$ cat src/rtl/spi_reg_bank_if.sv
// -----------------------------------------------------------------------------
// spi_reg_bank_if
// Four-wire SPI bus bundle shared by the board-control SPI master and the
// addressed slaves hanging off it.
//   sclk : SPI clock (mode 0, idles low)
//   cs   : chip select, active low
//   mosi : master-to-slave data, MSB first
//   miso : slave-to-master data, MSB first
// Modports:
//   master : drives sclk/cs/mosi, receives miso
//   slave  : receives sclk/cs/mosi, drives miso
// -----------------------------------------------------------------------------
interface spi_reg_bank_if;
   logic sclk;
   logic cs;
   logic mosi;
   logic miso;

   modport master (output sclk, output cs, output mosi, input miso);
   modport slave  (input sclk, input cs, input mosi, output miso);
endinterface

$ cat src/rtl/spi_reg_bank.sv
// -----------------------------------------------------------------------------
// spi_reg_bank
// SPI-slave register bank: NREG registers of Nbit bits mapped at BASE_ADR on
// the board-control SPI bus. A frame starts with an 8-bit header {r_w, a[6:0]}
// (r_w = 1 writes, r_w = 0 reads), followed by Nbit-bit data words. The
// address auto-increments per word; running past the last register silences
// the slave for the rest of the frame. Every committed write emits a one-clk
// strobe with the register index.
// Ports:
//   clk    : system clock, all logic on posedge
//   rst    : asynchronous active-low reset
//   spi    : SPI bus (slave modport), asynchronous to clk
//   out    : register contents, register i at [i*Nbit +: Nbit]
//   wr_stb : one-clk pulse per committed register write
//   wr_idx : index of the register written, valid with wr_stb
// -----------------------------------------------------------------------------
module spi_reg_bank #(
   parameter int              Nbit     = 8,
   parameter int              NREG     = 4,
   parameter logic [6:0]      BASE_ADR = 7'h10,
   parameter logic [Nbit-1:0] RST_VAL  = '0
) (
   input  logic                 clk,
   input  logic                 rst,
   spi_reg_bank_if.slave        spi,
   output logic [NREG*Nbit-1:0] out,
   output logic                 wr_stb,
   output logic [3:0]           wr_idx
);

   localparam int CW = $clog2(Nbit) + 1;

   typedef enum logic [2:0] {IDLE, ADDR, WR, RD, SKIP} state_t;

   state_t          state_reg, state_next;
   logic [CW-1:0]   cnt_reg, cnt_next;
   logic [3:0]      idx_reg, idx_next;
   logic [Nbit-2:0] rx_reg, rx_next;     // bits received so far; the last bit comes straight from the synchroniser
   logic [Nbit-1:0] tx_reg, tx_next;
   logic [Nbit-1:0] regs_reg [NREG];
   logic            wr_stb_reg;
   logic [3:0]      wr_idx_reg;
   logic            commit;

   // ---------------------------------------------------------------------------
   // Synchronisers. Bit 0 is the first flop; edges are taken between the
   // second and third stage so every edge lasts exactly one clk.
   // cs resets to 0 so that a reset released while cs is already low does not
   // look like a fresh frame start.
   // ---------------------------------------------------------------------------
   logic [2:0] sclk_sync_reg;
   logic [2:0] cs_sync_reg;
   logic [1:0] mosi_sync_reg;

   always_ff @(posedge clk or negedge rst) begin
      if (!rst) begin
         sclk_sync_reg <= '0;
         cs_sync_reg   <= '0;
         mosi_sync_reg <= '0;
      end else begin
         sclk_sync_reg <= {sclk_sync_reg[1:0], spi.sclk};
         cs_sync_reg   <= {cs_sync_reg[1:0], spi.cs};
         mosi_sync_reg <= {mosi_sync_reg[0], spi.mosi};
      end
   end

   logic sclk_rise, sclk_fall, cs_rise, cs_fall, mosi_bit;

   assign sclk_rise = sclk_sync_reg[1] & ~sclk_sync_reg[2];
   assign sclk_fall = ~sclk_sync_reg[1] & sclk_sync_reg[2];
   assign cs_rise   = cs_sync_reg[1] & ~cs_sync_reg[2];
   assign cs_fall   = ~cs_sync_reg[1] & cs_sync_reg[2];
   assign mosi_bit  = mosi_sync_reg[1];

   // ---------------------------------------------------------------------------
   // Header decode, evaluated with the bit arriving on the current rise.
   // ---------------------------------------------------------------------------
   logic [Nbit-1:0] word;
   logic [7:0]      header;
   logic [7:0]      adr_off;
   logic            adr_hit;
   logic [3:0]      hit_idx;
   logic [3:0]      idx_inc;
   logic            idx_past_end;

   assign word    = {rx_reg, mosi_bit};
   assign header  = word[7:0];
   assign adr_off = {1'b0, header[6:0]} - {1'b0, BASE_ADR};
   // The lower-bound test guards against the subtraction wrapping.
   assign adr_hit = ({1'b0, header[6:0]} >= {1'b0, BASE_ADR}) && (adr_off < 8'(NREG));
   assign hit_idx = adr_off[3:0];
   assign idx_inc = idx_reg + 4'd1;
   assign idx_past_end = (({1'b0, idx_reg} + 5'd1) >= 5'(NREG));

   // Register read mux written as a loop so that index widths never have to
   // match the array depth; unmapped indices read as all ones.
   function automatic logic [Nbit-1:0] reg_at(input logic [3:0] i);
      logic [Nbit-1:0] v;
      v = '1;
      for (int k = 0; k < NREG; k++) begin
         if (i == 4'(k)) begin
            v = regs_reg[k];
         end
      end
      return v;
   endfunction

   // ---------------------------------------------------------------------------
   // FSM state register and datapath registers
   // ---------------------------------------------------------------------------
   always_ff @(posedge clk or negedge rst) begin
      if (!rst) begin
         state_reg <= IDLE;
         cnt_reg   <= '0;
         idx_reg   <= '0;
         rx_reg    <= '0;
         tx_reg    <= '1;
      end else begin
         state_reg <= state_next;
         cnt_reg   <= cnt_next;
         idx_reg   <= idx_next;
         rx_reg    <= rx_next;
         tx_reg    <= tx_next;
      end
   end

   // ---------------------------------------------------------------------------
   // Next-state and datapath control
   // ---------------------------------------------------------------------------
   always_comb begin
      state_next = state_reg;
      cnt_next   = cnt_reg;
      idx_next   = idx_reg;
      rx_next    = rx_reg;
      tx_next    = tx_reg;
      commit     = 1'b0;

      if (cs_rise) begin
         // End of frame wins over any simultaneous sclk edge; a partial word
         // simply stays in rx_reg and is never committed.
         state_next = IDLE;
         cnt_next   = '0;
      end else begin
         case (state_reg)
            IDLE: begin
               if (cs_fall) begin
                  state_next = ADDR;
                  cnt_next   = '0;
               end
            end

            ADDR: begin
               if (sclk_rise) begin
                  rx_next  = word[Nbit-2:0];
                  cnt_next = cnt_reg + 1'b1;
                  if (cnt_reg == CW'(7)) begin
                     cnt_next = '0;
                     if (adr_hit) begin
                        idx_next = hit_idx;
                        if (header[7]) begin
                           state_next = WR;
                        end else begin
                           state_next = RD;
                           tx_next    = reg_at(hit_idx);
                        end
                     end else begin
                        state_next = SKIP;
                     end
                  end
               end
            end

            WR: begin
               if (sclk_rise) begin
                  rx_next  = word[Nbit-2:0];
                  cnt_next = cnt_reg + 1'b1;
                  if (cnt_reg == CW'(Nbit - 1)) begin
                     commit   = 1'b1;
                     cnt_next = '0;
                     // No wrap: writing the last register ends the burst.
                     if (idx_reg == 4'(NREG - 1)) begin
                        state_next = SKIP;
                     end else begin
                        idx_next = idx_inc;
                     end
                  end
               end
            end

            RD: begin
               // cnt counts rises of the current word. The fall right after
               // the header (cnt = 0) must not shift, or the MSB would be lost
               // before the master samples it.
               if (sclk_rise) begin
                  if (cnt_reg != CW'(Nbit)) begin
                     cnt_next = cnt_reg + 1'b1;
                  end
               end else if (sclk_fall && (cnt_reg != '0)) begin
                  if (cnt_reg == CW'(Nbit)) begin
                     cnt_next = '0;
                     if (idx_past_end) begin
                        tx_next    = '1;
                        state_next = SKIP;
                     end else begin
                        idx_next = idx_inc;
                        tx_next  = reg_at(idx_inc);
                     end
                  end else begin
                     tx_next = {tx_reg[Nbit-2:0], 1'b1};
                  end
               end
            end

            SKIP: begin
               // Wait for cs to rise; sclk is ignored.
            end

            default: begin
               state_next = IDLE;
            end
         endcase
      end
   end

   // ---------------------------------------------------------------------------
   // Register file and write strobe
   // ---------------------------------------------------------------------------
   always_ff @(posedge clk or negedge rst) begin
      if (!rst) begin
         for (int k = 0; k < NREG; k++) begin
            regs_reg[k] <= RST_VAL;
         end
         wr_stb_reg <= 1'b0;
         wr_idx_reg <= '0;
      end else begin
         for (int k = 0; k < NREG; k++) begin
            if (commit && (idx_reg == 4'(k))) begin
               regs_reg[k] <= word;
            end
         end
         wr_stb_reg <= commit;
         if (commit) begin
            wr_idx_reg <= idx_reg;
         end
      end
   end

   // ---------------------------------------------------------------------------
   // Outputs
   // ---------------------------------------------------------------------------
   generate
      for (genvar gi = 0; gi < NREG; gi++) begin : g_out
         assign out[gi*Nbit +: Nbit] = regs_reg[gi];
      end
   endgenerate

   assign wr_stb   = wr_stb_reg;
   assign wr_idx   = wr_idx_reg;
   assign spi.miso = (state_reg == RD) ? tx_reg[Nbit-1] : 1'b1;

endmodule

$ cat src/flat_wrapper.sv
// flat-port wrapper written by rule: the top's interface ports become plain ports
module spi_reg_bank_flat 
#(
   parameter int              Nbit     = 8,
   parameter int              NREG     = 4,
   parameter logic [6:0]      BASE_ADR = 7'h10,
   parameter logic [Nbit-1:0] RST_VAL  = '0
)
  (clk, rst, out, wr_stb, wr_idx, spi_sclk, spi_cs, spi_mosi, spi_miso);
  spi_reg_bank_if spi_i ();
  input  logic clk;
  input  logic rst;
  output logic [NREG*Nbit-1:0] out;
  output logic wr_stb;
  output logic [3:0] wr_idx;
  input wire logic [$bits(spi_i.sclk)-1:0] spi_sclk;
  input wire logic [$bits(spi_i.cs)-1:0] spi_cs;
  input wire logic [$bits(spi_i.mosi)-1:0] spi_mosi;
  output wire logic [$bits(spi_i.miso)-1:0] spi_miso;
  assign spi_i.sclk = spi_sclk;
  assign spi_i.cs = spi_cs;
  assign spi_i.mosi = spi_mosi;
  assign spi_miso = spi_i.miso;
  spi_reg_bank #(.Nbit(Nbit), .NREG(NREG), .BASE_ADR(BASE_ADR), .RST_VAL(RST_VAL)) u_core (.clk(clk), .rst(rst), .spi(spi_i), .out(out), .wr_stb(wr_stb), .wr_idx(wr_idx));
endmodule
$ cat config.mk
export PLATFORM = sky130hd
export DESIGN_NAME = spi_reg_bank_flat
export DESIGN_NICKNAME = d
export VERILOG_FILES = /design/src/rtl/spi_reg_bank_if.sv /design/src/rtl/spi_reg_bank.sv /design/src/flat_wrapper.sv
export SDC_FILE = /design/constraint.sdc
export NUM_CORES = 1
export LEC_CHECK = 0
export ABC_CLOCK_PERIOD_IN_PS = 2000
export CAP_MARGIN = 20
export CORE_MARGIN = 3
export CORE_UTILIZATION = 51
export DETAILED_ROUTE_END_ITERATION = 8
export PLACE_DENSITY_LB_ADDON = 0.2
export SKIP_LAST_GASP = 1
export SLEW_MARGIN = 15
export SYNTH_ARGS = -nofsm -noshare
export SYNTH_HDL_FRONTEND = slang
export SYNTH_SLANG_ARGS = --single-unit
$ cat constraint.sdc
create_clock -name clk -period 2 [get_ports clk]
set_input_delay 0.3 -clock clk [delete_from_list [all_inputs] [get_ports clk]]
set_output_delay 0.3 -clock clk [all_outputs]
set_load 0.01 [all_outputs]
==> impl_metrics.ini <==
[timing]
fin_tns_setup_ns = -0.0139
whs_ns = 0.354
slew_viol_final = 0
hold_viol = 0
slew_headroom_pct = 56.4
clock.fmax_mhz = 498
rsz0062_at_grt = yes
fin_crit_sh_pct = 100
setup_viol = 3
fin_worst_skew_ns = 0.0104
setup_ws_ns = -0.00683
worstMarginPinSlew_ns = 0.653
fin_crit_ns = 2.01

[finish]
layout_commonest_cell = dfrtp_1
area_growth_pct = 32.8
diodes = 0
drive_above_1_share_pct = 38.8
layout.nets = 462
mostFrequentLayoutCells = 60 x dfrtp_1, 49 x buf_4, 42 x mux2_2, 40 x clkdlybuf4s50_1, 30 x nand2_1
largest_reg_flops = 32

[worst_hold_path]
min_to = u_core.cs_sync_reg[1]
hold_path.startpoint = u_core.cs_sync_reg[0]
whs_path_depth = 0
hp-class = flip-flop to flip-flop

[job]
cap_violations = 0

[global_routing]
grt_max_degree = 27
grt_pass1_vias = 3248
grt_pass1_wl_um = 17000
track_usage_pct = 24.8
overflow = 0
antenna_found_initial = 0

[clock_tree]
cts.sinks = 71
clkTransAtPathRegs_ns = 0.07
max-clock-path-buffers = 2
cts_buffers = 9
htreeDepth = 3
clkLatencyLatePin_ns = 0.34
cts_tree = done
cts_root_buffer = clkbuf_8

[power_and_ir_drop]
ir_worst_vdd_mv = 0.638
p_leak_nw = 2.33
powerDensity_nw_per_um2 = 858

[setup_path]
startpoint_type = flip-flop
crit_fanout = 4
r2r-end = u_core.state_reg[0]
cp_data_required_time_ns = 2.22
crit_start = u_core.idx_reg[1]
crit_path_end_kind = flip-flop
reg2reg_depth = 6
r2r_start = u_core.idx_reg[1]
reg2reg_setup_slack_ns = -0.007
worstPathArrival_ns = 2.23
worstSetupPathType = flip-flop to flip-flop

[synth]
syn-num-nets = 372
ys_seq_area_share_pct = 45.0
ys_warn_count = 0
avgSynthCellArea_um2 = 11.1
ys_async_sr_fraction_pct = 100
synth_edf_count = 0
synth_seq_cells = 71
ys_types = 65
syn_inst = 359
synth_area_um2 = 3970
ys.flop_type = dfrtp_1

[floorplan]
die_area_um2 = 8880
num_rows = 31
die_w_um = 94.3
io_pins = 43
start_util_pct = 53.6
coreArea_um2 = 7410
die_h_um = 94.3

[routing]
via_per_inst = 6.05
drtIter0Drc = 297
wl_um = 10500
drtPass1Iterations = 5
drt.antenna.violating_nets = 0
post_drt_wl_per_cell_um = 19.0
dr_total_vias = 3347
drcViolationCount = 0

[status]
violations = setup timing
outcome = finished, violations left

[placed_design]
gp_congestion = 0.902
io_buffers = 42
dp.final_hpwl_um = 7050
## synth_stat cells, types with 5 or more instances
cell | count | area share [%]
o22a_1 | 6 | 1.3
o21ai_0 | 23 | 2.9
o221a_2 | 6 | 1.7
nand3_1 | 10 | 1.3
nand2_1 | 30 | 2.8
nor4_1 | 10 | 1.6
clkbuf_1 | 7 | 0.66
o22ai_1 | 5 | 0.79
dfrtp_1 | 63 | 40
ha_1 | 8 | 2.5
dfstp_2 | 8 | 5.3
o221ai_1 | 5 | 1.1
nand2b_1 | 7 | 1.1
nor2_1 | 18 | 1.7
mux2_2 | 46 | 13
inv_1 | 8 | 0.76
a21oi_1 | 7 | 0.88
and3b_1 | 5 | 1.1
nor2b_1 | 5 | 0.79
## stage by stage
step | total power [W] | setup WS, ns | instances | utilization (%) | cell area, µm²
after floorplan | 0.00253 | 0.0399 | 359 | - | 3970
after global placement | 0.00292 | -0.155 | 524 | 63.9 | 4740
after detailed placement | 0.00295 | -0.250 | 524 | 63.9 | 4740
after CTS | 0.00444 | -0.0159 | 548 | 68.7 | 5090
after global routing | 0.00475 | -0.0804 | 553 | 71.2 | 5270
final | 0.00453 | -0.00683 | 553 | 71.2 | 5270
## layout make-up
class	count	area (µm²)
fillers	527	2130
flip-flops and latches	71	1790
multi-input cells	262	2210
well taps	99	124
clock inverters	6	109
inverters	9	41.3
clock buffers	10	128
repair buffers	96	867
## cell families after synthesis
kind of cell / share of synthesized area [%]
adders and majority gates: 2.52
xor gates and xnor gates: 0.221
muxes: 16.0
buffers and inverters: 3.72
DFF: 45.0
AOI/OAI and AO/OA: 14.8
and+or+nand+nor: 17.7
## where the power goes
| part | leakage, nW | internal (W) | switching [W] |
|---|---|---|---|
| clock | 0.120 | 0.000827 | 0.000553 |
| combinational | 1.28 | 0.000720 | 0.000790 |
| sequential | 0.930 | 0.00155 | 0.0000865 |
| total | 2.33 | 0.00310 | 0.00143 |
## critical path, cell delays in order, from the launching register on
cell	delay, ns
dfrtp_1	0.39
ha_1	0.24
nor3b_2	0.27
nor4_1	0.09
a211o_1	0.31
a211oi_4	0.26
mux2_4	0.33
## routing by layer
metal  track usage, %  part of all wire, %  vias up
met5                0                    0        -
li1                 -                    -     1515
met2             38.4                   47      134
met3             4.25                  5.7       23
met1             35.5                   45     1675
met4             8.06                  2.0        0
## how the worst max path moves through the flow
stage	slack, ns	end	depth (start not counted)
5_1_grt	-0.08	u_core.state_reg[1]	6
3_3_place_gp	-0.16	u_core.tx_reg[5]	7
3_5_place_dp	-0.25	u_core.tx_reg[2]	7
2_1_floorplan	0.04	u_core.state_reg[0]	6
6_report	-0.007	u_core.state_reg[0]	6
4_1_cts	-0.02	u_core.tx_reg[3]	7
## timing repair
action	in CTS	in global routing
endpoints found under the hold margin	23	0
resized for setup	15	28
hold buffers	1	0
pin swaps	4	7
setup buffers	7	6
endpoints found under the setup margin	17	49
Power figures use the tool's default switching activity.
